`src/rtl/rom_arbiter_if.sv`:
```
// Bus bundle between the three memory requesters, the arbiter and the shared memory.
// The slave modport is the arbiter's view; master is the surrounding SoC / bench.
interface rom_arbiter_if #(
  parameter int ADDR_W = 16,
  parameter int DATA_W = 32
);
  logic              if_req;
  logic [ADDR_W-1:0] if_addr;
  logic              if_gnt;
  logic              if_rvalid;
  logic [DATA_W-1:0] if_rdata;

  logic              lsu_req;
  logic              lsu_we;
  logic [ADDR_W-1:0] lsu_addr;
  logic [DATA_W-1:0] lsu_wdata;
  logic [3:0]        lsu_sel;
  logic              lsu_gnt;
  logic              lsu_rvalid;
  logic [DATA_W-1:0] lsu_rdata;

  logic              ld_start;
  logic              ld_done;
  logic              ld_req;
  logic [ADDR_W-1:0] ld_addr;
  logic [DATA_W-1:0] ld_data;
  logic              ld_gnt;

  logic              cpu_hold;

  logic [ADDR_W-1:0] mem_r_addr;
  logic [DATA_W-1:0] mem_r_data;
  logic              mem_w_en;
  logic [ADDR_W-1:0] mem_w_addr;
  logic [DATA_W-1:0] mem_w_data;
  logic [3:0]        mem_w_sel;

  modport slave (
    input  if_req, if_addr,
    output if_gnt, if_rvalid, if_rdata,
    input  lsu_req, lsu_we, lsu_addr, lsu_wdata, lsu_sel,
    output lsu_gnt, lsu_rvalid, lsu_rdata,
    input  ld_start, ld_done, ld_req, ld_addr, ld_data,
    output ld_gnt,
    output cpu_hold,
    output mem_r_addr,
    input  mem_r_data,
    output mem_w_en, mem_w_addr, mem_w_data, mem_w_sel
  );

  modport master (
    output if_req, if_addr,
    input  if_gnt, if_rvalid, if_rdata,
    output lsu_req, lsu_we, lsu_addr, lsu_wdata, lsu_sel,
    input  lsu_gnt, lsu_rvalid, lsu_rdata,
    output ld_start, ld_done, ld_req, ld_addr, ld_data,
    input  ld_gnt,
    input  cpu_hold,
    input  mem_r_addr,
    output mem_r_data,
    input  mem_w_en, mem_w_addr, mem_w_data, mem_w_sel
  );
endinterface

```
`src/rtl/rom_arbiter.sv`:
```
// Single-port memory arbiter: fetch / LSU / program loader, fixed priority with fetch
// starvation guard, and a RUN -> DRAIN -> LOAD sequencer that holds the core during download.
module rom_arbiter #(
  parameter logic [2:0] STARVE_MAX = 3'd4,
  parameter int         ADDR_W     = 16,
  parameter int         DATA_W     = 32
) (
  input logic          clk,
  input logic          rst_n,
  rom_arbiter_if.slave bus
);

  localparam logic [1:0] RUN   = 2'd0;
  localparam logic [1:0] DRAIN = 2'd1;
  localparam logic [1:0] LOAD  = 2'd2;

  logic [1:0]        state_r;
  logic [1:0]        state_next_s;
  logic [2:0]        starve_r;
  logic [2:0]        starve_next_s;
  logic              run_s;
  logic              fetch_prio_s;
  logic              if_gnt_s;
  logic              lsu_gnt_s;
  logic              ld_gnt_s;
  logic              if_rvalid_r;
  logic              lsu_rvalid_r;
  logic [DATA_W-1:0] if_rdata_r;
  logic [DATA_W-1:0] lsu_rdata_r;
  logic              cpu_hold_r;
  logic [ADDR_W-1:0] mem_r_addr_s;
  logic              mem_w_en_s;
  logic [ADDR_W-1:0] mem_w_addr_s;
  logic [DATA_W-1:0] mem_w_data_s;
  logic [3:0]        mem_w_sel_s;

  function automatic logic [2:0] starve_inc(input logic [2:0] cnt);
    if (cnt >= STARVE_MAX) begin
      return STARVE_MAX;
    end else begin
      return cnt + 3'd1;
    end
  endfunction

  // Grants are gated by rst_n so nothing is accepted while reset is held.
  assign run_s        = (state_r == RUN);
  assign fetch_prio_s = (starve_r == STARVE_MAX);
  assign if_gnt_s     = rst_n & run_s & bus.if_req & (~bus.lsu_req | fetch_prio_s);
  assign lsu_gnt_s    = rst_n & run_s & bus.lsu_req & ~(bus.if_req & fetch_prio_s);
  assign ld_gnt_s     = rst_n & (state_r == LOAD) & bus.ld_req;

  // Route the single granted requester onto the memory port; idle port is all zero.
  always_comb begin
    mem_r_addr_s = '0;
    mem_w_en_s   = 1'b0;
    mem_w_addr_s = '0;
    mem_w_data_s = '0;
    mem_w_sel_s  = 4'h0;
    if (if_gnt_s) begin
      mem_r_addr_s = bus.if_addr;
    end else if (lsu_gnt_s) begin
      if (bus.lsu_we) begin
        mem_w_en_s   = 1'b1;
        mem_w_addr_s = bus.lsu_addr;
        mem_w_data_s = bus.lsu_wdata;
        mem_w_sel_s  = bus.lsu_sel;
      end else begin
        mem_r_addr_s = bus.lsu_addr;
      end
    end else if (ld_gnt_s) begin
      mem_w_en_s   = 1'b1;
      mem_w_addr_s = bus.ld_addr;
      mem_w_data_s = bus.ld_data;
      mem_w_sel_s  = 4'hF;
    end else begin
      mem_w_en_s = 1'b0;
    end
  end

  // Mode sequencer next state; DRAIN lets the last CPU response retire before loading.
  always_comb begin
    state_next_s = state_r;
    case (state_r)
      RUN: begin
        if (bus.ld_start) begin
          state_next_s = DRAIN;
        end else begin
          state_next_s = RUN;
        end
      end
      DRAIN: state_next_s = LOAD;
      LOAD: begin
        if (bus.ld_done) begin
          state_next_s = RUN;
        end else begin
          state_next_s = LOAD;
        end
      end
      default: state_next_s = RUN;
    endcase
  end

  // Count consecutive denied fetch cycles in RUN; cleared when leaving RUN.
  always_comb begin
    starve_next_s = 3'd0;
    if (run_s && !bus.ld_start) begin
      if (bus.if_req && !if_gnt_s) begin
        starve_next_s = starve_inc(starve_r);
      end else begin
        starve_next_s = 3'd0;
      end
    end else begin
      starve_next_s = 3'd0;
    end
  end

  // State, starvation counter, hold and read responses.
  always_ff @(posedge clk or negedge rst_n) begin
    if (!rst_n) begin
      state_r      <= RUN;
      starve_r     <= 3'd0;
      cpu_hold_r   <= 1'b0;
      if_rvalid_r  <= 1'b0;
      lsu_rvalid_r <= 1'b0;
      if_rdata_r   <= '0;
      lsu_rdata_r  <= '0;
    end else begin
      state_r      <= state_next_s;
      starve_r     <= starve_next_s;
      cpu_hold_r   <= (state_next_s != RUN);
      if_rvalid_r  <= if_gnt_s;
      lsu_rvalid_r <= lsu_gnt_s;
      if (if_gnt_s) begin
        if_rdata_r <= bus.mem_r_data;
      end else begin
        if_rdata_r <= if_rdata_r;
      end
      // A write ack leaves the previous read data in place.
      if (lsu_gnt_s && !bus.lsu_we) begin
        lsu_rdata_r <= bus.mem_r_data;
      end else begin
        lsu_rdata_r <= lsu_rdata_r;
      end
    end
  end

  assign bus.if_gnt     = if_gnt_s;
  assign bus.lsu_gnt    = lsu_gnt_s;
  assign bus.ld_gnt     = ld_gnt_s;
  assign bus.if_rvalid  = if_rvalid_r;
  assign bus.if_rdata   = if_rdata_r;
  assign bus.lsu_rvalid = lsu_rvalid_r;
  assign bus.lsu_rdata  = lsu_rdata_r;
  assign bus.cpu_hold   = cpu_hold_r;
  assign bus.mem_r_addr = mem_r_addr_s;
  assign bus.mem_w_en   = mem_w_en_s;
  assign bus.mem_w_addr = mem_w_addr_s;
  assign bus.mem_w_data = mem_w_data_s;
  assign bus.mem_w_sel  = mem_w_sel_s;

endmodule

```
`src/flat_wrapper.sv`:
```
// flat-port wrapper written by rule: the top's interface ports become plain ports
module rom_arbiter_flat 
#(
  parameter logic [2:0] STARVE_MAX = 3'd4,
  parameter int         ADDR_W     = 16,
  parameter int         DATA_W     = 32
)
  (clk, rst_n, bus_if_req, bus_if_addr, bus_if_gnt, bus_if_rvalid, bus_if_rdata, bus_lsu_req, bus_lsu_we, bus_lsu_addr, bus_lsu_wdata, bus_lsu_sel, bus_lsu_gnt, bus_lsu_rvalid, bus_lsu_rdata, bus_ld_start, bus_ld_done, bus_ld_req, bus_ld_addr, bus_ld_data, bus_ld_gnt, bus_cpu_hold, bus_mem_r_addr, bus_mem_r_data, bus_mem_w_en, bus_mem_w_addr, bus_mem_w_data, bus_mem_w_sel);
  rom_arbiter_if #(.ADDR_W(ADDR_W), .DATA_W(DATA_W)) bus_i ();
  input logic clk;
  input logic rst_n;
  input wire logic [$bits(bus_i.if_req)-1:0] bus_if_req;
  input wire logic [$bits(bus_i.if_addr)-1:0] bus_if_addr;
  output wire logic [$bits(bus_i.if_gnt)-1:0] bus_if_gnt;
  output wire logic [$bits(bus_i.if_rvalid)-1:0] bus_if_rvalid;
  output wire logic [$bits(bus_i.if_rdata)-1:0] bus_if_rdata;
  input wire logic [$bits(bus_i.lsu_req)-1:0] bus_lsu_req;
  input wire logic [$bits(bus_i.lsu_we)-1:0] bus_lsu_we;
  input wire logic [$bits(bus_i.lsu_addr)-1:0] bus_lsu_addr;
  input wire logic [$bits(bus_i.lsu_wdata)-1:0] bus_lsu_wdata;
  input wire logic [$bits(bus_i.lsu_sel)-1:0] bus_lsu_sel;
  output wire logic [$bits(bus_i.lsu_gnt)-1:0] bus_lsu_gnt;
  output wire logic [$bits(bus_i.lsu_rvalid)-1:0] bus_lsu_rvalid;
  output wire logic [$bits(bus_i.lsu_rdata)-1:0] bus_lsu_rdata;
  input wire logic [$bits(bus_i.ld_start)-1:0] bus_ld_start;
  input wire logic [$bits(bus_i.ld_done)-1:0] bus_ld_done;
  input wire logic [$bits(bus_i.ld_req)-1:0] bus_ld_req;
  input wire logic [$bits(bus_i.ld_addr)-1:0] bus_ld_addr;
  input wire logic [$bits(bus_i.ld_data)-1:0] bus_ld_data;
  output wire logic [$bits(bus_i.ld_gnt)-1:0] bus_ld_gnt;
  output wire logic [$bits(bus_i.cpu_hold)-1:0] bus_cpu_hold;
  output wire logic [$bits(bus_i.mem_r_addr)-1:0] bus_mem_r_addr;
  input wire logic [$bits(bus_i.mem_r_data)-1:0] bus_mem_r_data;
  output wire logic [$bits(bus_i.mem_w_en)-1:0] bus_mem_w_en;
  output wire logic [$bits(bus_i.mem_w_addr)-1:0] bus_mem_w_addr;
  output wire logic [$bits(bus_i.mem_w_data)-1:0] bus_mem_w_data;
  output wire logic [$bits(bus_i.mem_w_sel)-1:0] bus_mem_w_sel;
  assign bus_i.if_req = bus_if_req;
  assign bus_i.if_addr = bus_if_addr;
  assign bus_if_gnt = bus_i.if_gnt;
  assign bus_if_rvalid = bus_i.if_rvalid;
  assign bus_if_rdata = bus_i.if_rdata;
  assign bus_i.lsu_req = bus_lsu_req;
  assign bus_i.lsu_we = bus_lsu_we;
  assign bus_i.lsu_addr = bus_lsu_addr;
  assign bus_i.lsu_wdata = bus_lsu_wdata;
  assign bus_i.lsu_sel = bus_lsu_sel;
  assign bus_lsu_gnt = bus_i.lsu_gnt;
  assign bus_lsu_rvalid = bus_i.lsu_rvalid;
  assign bus_lsu_rdata = bus_i.lsu_rdata;
  assign bus_i.ld_start = bus_ld_start;
  assign bus_i.ld_done = bus_ld_done;
  assign bus_i.ld_req = bus_ld_req;
  assign bus_i.ld_addr = bus_ld_addr;
  assign bus_i.ld_data = bus_ld_data;
  assign bus_ld_gnt = bus_i.ld_gnt;
  assign bus_cpu_hold = bus_i.cpu_hold;
  assign bus_mem_r_addr = bus_i.mem_r_addr;
  assign bus_i.mem_r_data = bus_mem_r_data;
  assign bus_mem_w_en = bus_i.mem_w_en;
  assign bus_mem_w_addr = bus_i.mem_w_addr;
  assign bus_mem_w_data = bus_i.mem_w_data;
  assign bus_mem_w_sel = bus_i.mem_w_sel;
  rom_arbiter #(.STARVE_MAX(STARVE_MAX), .ADDR_W(ADDR_W), .DATA_W(DATA_W)) u_core (.clk(clk), .rst_n(rst_n), .bus(bus_i));
endmodule
```
`config.mk`:
```
export PLATFORM = sky130hd
export DESIGN_NAME = rom_arbiter_flat
export DESIGN_NICKNAME = d
export VERILOG_FILES = /design/src/rtl/rom_arbiter_if.sv /design/src/rtl/rom_arbiter.sv /design/src/flat_wrapper.sv
export SDC_FILE = /design/constraint.sdc
export NUM_CORES = 1
export LEC_CHECK = 0
export BUFFER_PORTS_ARGS = -buffer_cell sky130_fd_sc_hd__buf_4
export CORE_AREA = 2 2 114 116
export DETAILED_ROUTE_END_ITERATION = 7
export DIE_AREA = 0 0 116 118
export PLACE_DENSITY_LB_ADDON = 0.08
export SKIP_CTS_REPAIR_TIMING = 1
export SYNTH_ARGS = -nofsm -noshare
export SYNTH_HDL_FRONTEND = slang
export SYNTH_SLANG_ARGS = --single-unit
```
`constraint.sdc`:
```
create_clock -name clk -period 2.02 [get_ports clk]
set_input_delay 0.303 -clock clk [delete_from_list [all_inputs] [get_ports clk]]
set_output_delay 0.303 -clock clk [all_outputs]
set_load 0.01 [all_outputs]
```
==> flow_metrics.env <==
export IMPL_yosysTopAreaCell="dfrtp_1"
export IMPL_reg2reg_from="u_core.starve_r[1]"
export IMPL_peakVddDrop_uv=668
export IMPL_rows=41
export IMPL_cts_buffers=9
export IMPL_status="complete, but fails checks"
export IMPL_synth_common_cells="dfrtp_1, a22o_1, mux2_2"
export IMPL_htree_levels=3
export IMPL_synth_edff_count=0
export IMPL_worst_r2r_setup_slack_ps=-40
export IMPL_yosysUniqueCellTypes=26
export IMPL_clk_insertion_delay_late_ps=330
export IMPL_dieArea_mm2=0.0137
export IMPL_num_vias=3563
export IMPL_leakage_nw=3.55
export IMPL_cts_root_buf="clkbuf_16"
export IMPL_syn_num_nets=410
export IMPL_muxShareOfSynthArea=0.210
export IMPL_routed_via_density=4.69
export IMPL_internal_power_mw=5.36
export IMPL_multi_input_area_mm2=0.00175
export IMPL_period_share=1.10
export IMPL_ys_async_sr_fraction=1.00
export IMPL_syn_to_final_growth_pct=104
export IMPL_synth_top_area_frac=0.526
export IMPL_drcViolationCount=0
export IMPL_cap_violations=0
export IMPL_max_slew_margin=0.427
export IMPL_hold_start="bus_mem_r_data[6]"
export IMPL_layout_setup_ws_ps=-192
export IMPL_whs_path_depth=2
export IMPL_ys_ff_latch=72
export IMPL_ff2ff_path_depth=10
export IMPL_cp_max_fo=14
export IMPL_synth_area_mm2=0.00343
export IMPL_clock_path_buffers=2
export IMPL_synth_top_family_by_area="multiplexers"
export IMPL_grt_pass1_vias=3427
export IMPL_critPathLaunchType="flip-flop"
export IMPL_place_gp_congestion=0.908
export IMPL_arrival_ps=1910
export IMPL_violations="setup timing"
export IMPL_die_h_um=118
export IMPL_hold_viol_final=0
export IMPL_grt_overflow_total=0
export IMPL_max_clock_freq_mhz=452
export IMPL_synth_seq_area_share=0.526
export IMPL_synth_area_per_cell_um2=13.6
export IMPL_detailed_place_hpwl_mm=10.8
export IMPL_fp_dieW_um=116
export IMPL_ff_latch_area_mm2=0.00180
export IMPL_rsz0062_at_grt="yes"
export IMPL_routed_wl_mm=14.6
export IMPL_worstMarginPinSlew_ps=859
export IMPL_synth_xor_area_frac=0
export IMPL_syn_inst=252
export IMPL_diodes=0
export IMPL_yosysWarnings=0
export IMPL_initial_core_util=0.276
export IMPL_drt_first_pass_iters=4
export IMPL_finalSetupViolCount=96
export IMPL_synthAdderAreaFrac=0.00730
export IMPL_pre_cts_ws_ps=-3.98
export IMPL_slew_viol_final=0
export IMPL_track_usage=0.185
export IMPL_cp_startpoint="u_core.starve_r[1]"
export IMPL_setup_tns_ps=-9940
export IMPL_cts_tree="done"
export IMPL_antenna_found_initial=0
export IMPL_p_sw_mw=2.41
export IMPL_cts_sinks=72
export IMPL_fin_crit_ps=2210
export IMPL_clk_pin_slew_ps=60
export IMPL_core_area_mm2=0.0124
export IMPL_end_kind="output port"
export IMPL_final_nets=740
export IMPL_num_io_pins=295
export IMPL_pwr_share_clk=0.191
export IMPL_p_sw_frac=0.310
export IMPL_seqPwrFrac=0.323
export IMPL_grt_pass1_wl_mm=19.3
export IMPL_yosysMostFrequentCell="dfrtp_1"
export IMPL_hp_class="in2reg"
export IMPL_synth_compound_area_frac=0.186
export IMPL_worstPathRequired_ps=1720
export IMPL_synth_top_cells_by_area="dfrtp_1, a22o_1, mux2_2, mux2_1, buf_2"
export IMPL_pwr_density_cell_mw_per_mm2=1110
export IMPL_synth_main_ff_cell="dfrtp_1"
export IMPL_path_class="reg2out"
export IMPL_pwr_share_comb=0.486
export IMPL_numPortBuffers=294
export IMPL_fill_cells=1093
export IMPL_wl_per_cell_um=19.3
export IMPL_drive_gt1_frac=0.721
export IMPL_drt_initial_drc_count=116
export IMPL_dp_cells=717
export IMPL_detail_route_antenna_nets=0
export IMPL_synth_simple_area_share=0.0336
export IMPL_fin_skew_ps=6.84
export IMPL_instances_no_fill=759
export IMPL_grt_max_degree=69
==> routing by layer <==
layer,up-vias,track usage,share of wire
li1,1632,-,-
met1,1751,0.225,0.40
met2,170,0.311,0.49
met3,10,0.0752,0.10
met4,0,0.0298,0.0063
met5,-,0,0
==> cells by family after synthesis <==
group / Yosys count
AO/OA/AOI/OAI: 72
adder cells (fa/ha/maj): 2
buffers and inverters: 24
flip-flops: 72
multiplexers: 64
AND/OR/NAND/NOR: 18
==> final cells by class <==
type,count,area share
timing repair buffer,340,0.418
multi-input combinational,156,0.250
clock buffer,12,0.0367
clock inverter,4,0.00412
inverter,3,0.00161
tap,172,0.0308
sequential,72,0.258
==> worst paths after layout <==
kind	end
min in group asynchronous	u_core.state_r[0]
hold reg to reg	u_core.bus.if_rdata[23]
hold / removal	u_core.bus.if_rdata[6]
setup / recovery	bus_mem_r_addr[3]
max in group asynchronous	u_core.bus.if_rdata[1]
setup reg to reg	u_core.bus.lsu_rdata[12]
==> cell usage in the layout (no fill, tap or decap), drive strengths merged <==
cell type	count
dlygate4sd3	1
nor3	2
buf	333
nor2	4
nand2	2
a22o	64
and3	2
clkinvlp	2
nor4b	1
nor4	1
nor3b	1
o21ba	1
dfrtp	72
inv	3
nand4bb	1
a2111oi	1
clkbuf	18
nor2b	1
mux2	64
o21ai	2
a21o	4
and2	1
nand3b	1
clkinv	2
ha	2
nand2b	1
==> critical path: stages (launching register included) <==
cell and delay [ps]:
dfrtp_1 400, inv_2 70, ha_4 120, nand2_2 60, a2111oi_4 320, buf_6 200, buf_12 150, a22o_1 150
buf_4 120
==> power groups by stage <==
| stage | clock network (mW) | logic (mW) | registers [mW] |
|---|---|---|---|
| detailed placement | 0 | 3.25 | 2.50 |
| CTS | 1.54 | 3.25 | 2.49 |
| floorplan | 0 | 0.981 | 2.80 |
| global placement | 0 | 3.23 | 2.48 |
| global route | 1.59 | 4.02 | 2.60 |
| finish | 1.49 | 3.78 | 2.51 |
==> sequential cells by signal, indices dropped and copies added (netlist names) <==
| register | count |
|---|---|
| u_core.bus.cpu_hold | 1 |
| u_core.bus.if_rdata | 32 |
| u_core.bus.if_rvalid | 1 |
| u_core.bus.lsu_rdata | 32 |
| u_core.bus.lsu_rvalid | 1 |
| u_core.starve_r | 3 |
| u_core.state_r | 2 |
==> stage by stage <==
stage | hold WS, ps | power [mW] | util | cell area (um^2)
after detailed placement | 126 | 5.75 | 0.482 | 5990
final | 202 | 7.77 | 0.563 | 6990
after global placement | 121 | 5.71 | 0.482 | 5990
after floorplan | 7.41 | 3.78 | - | 3430
after global routing | 195 | 8.21 | 0.563 | 6990
after CTS | -222 | 7.28 | 0.505 | 6270
Note: power is estimated with default switching activity, not from simulation.
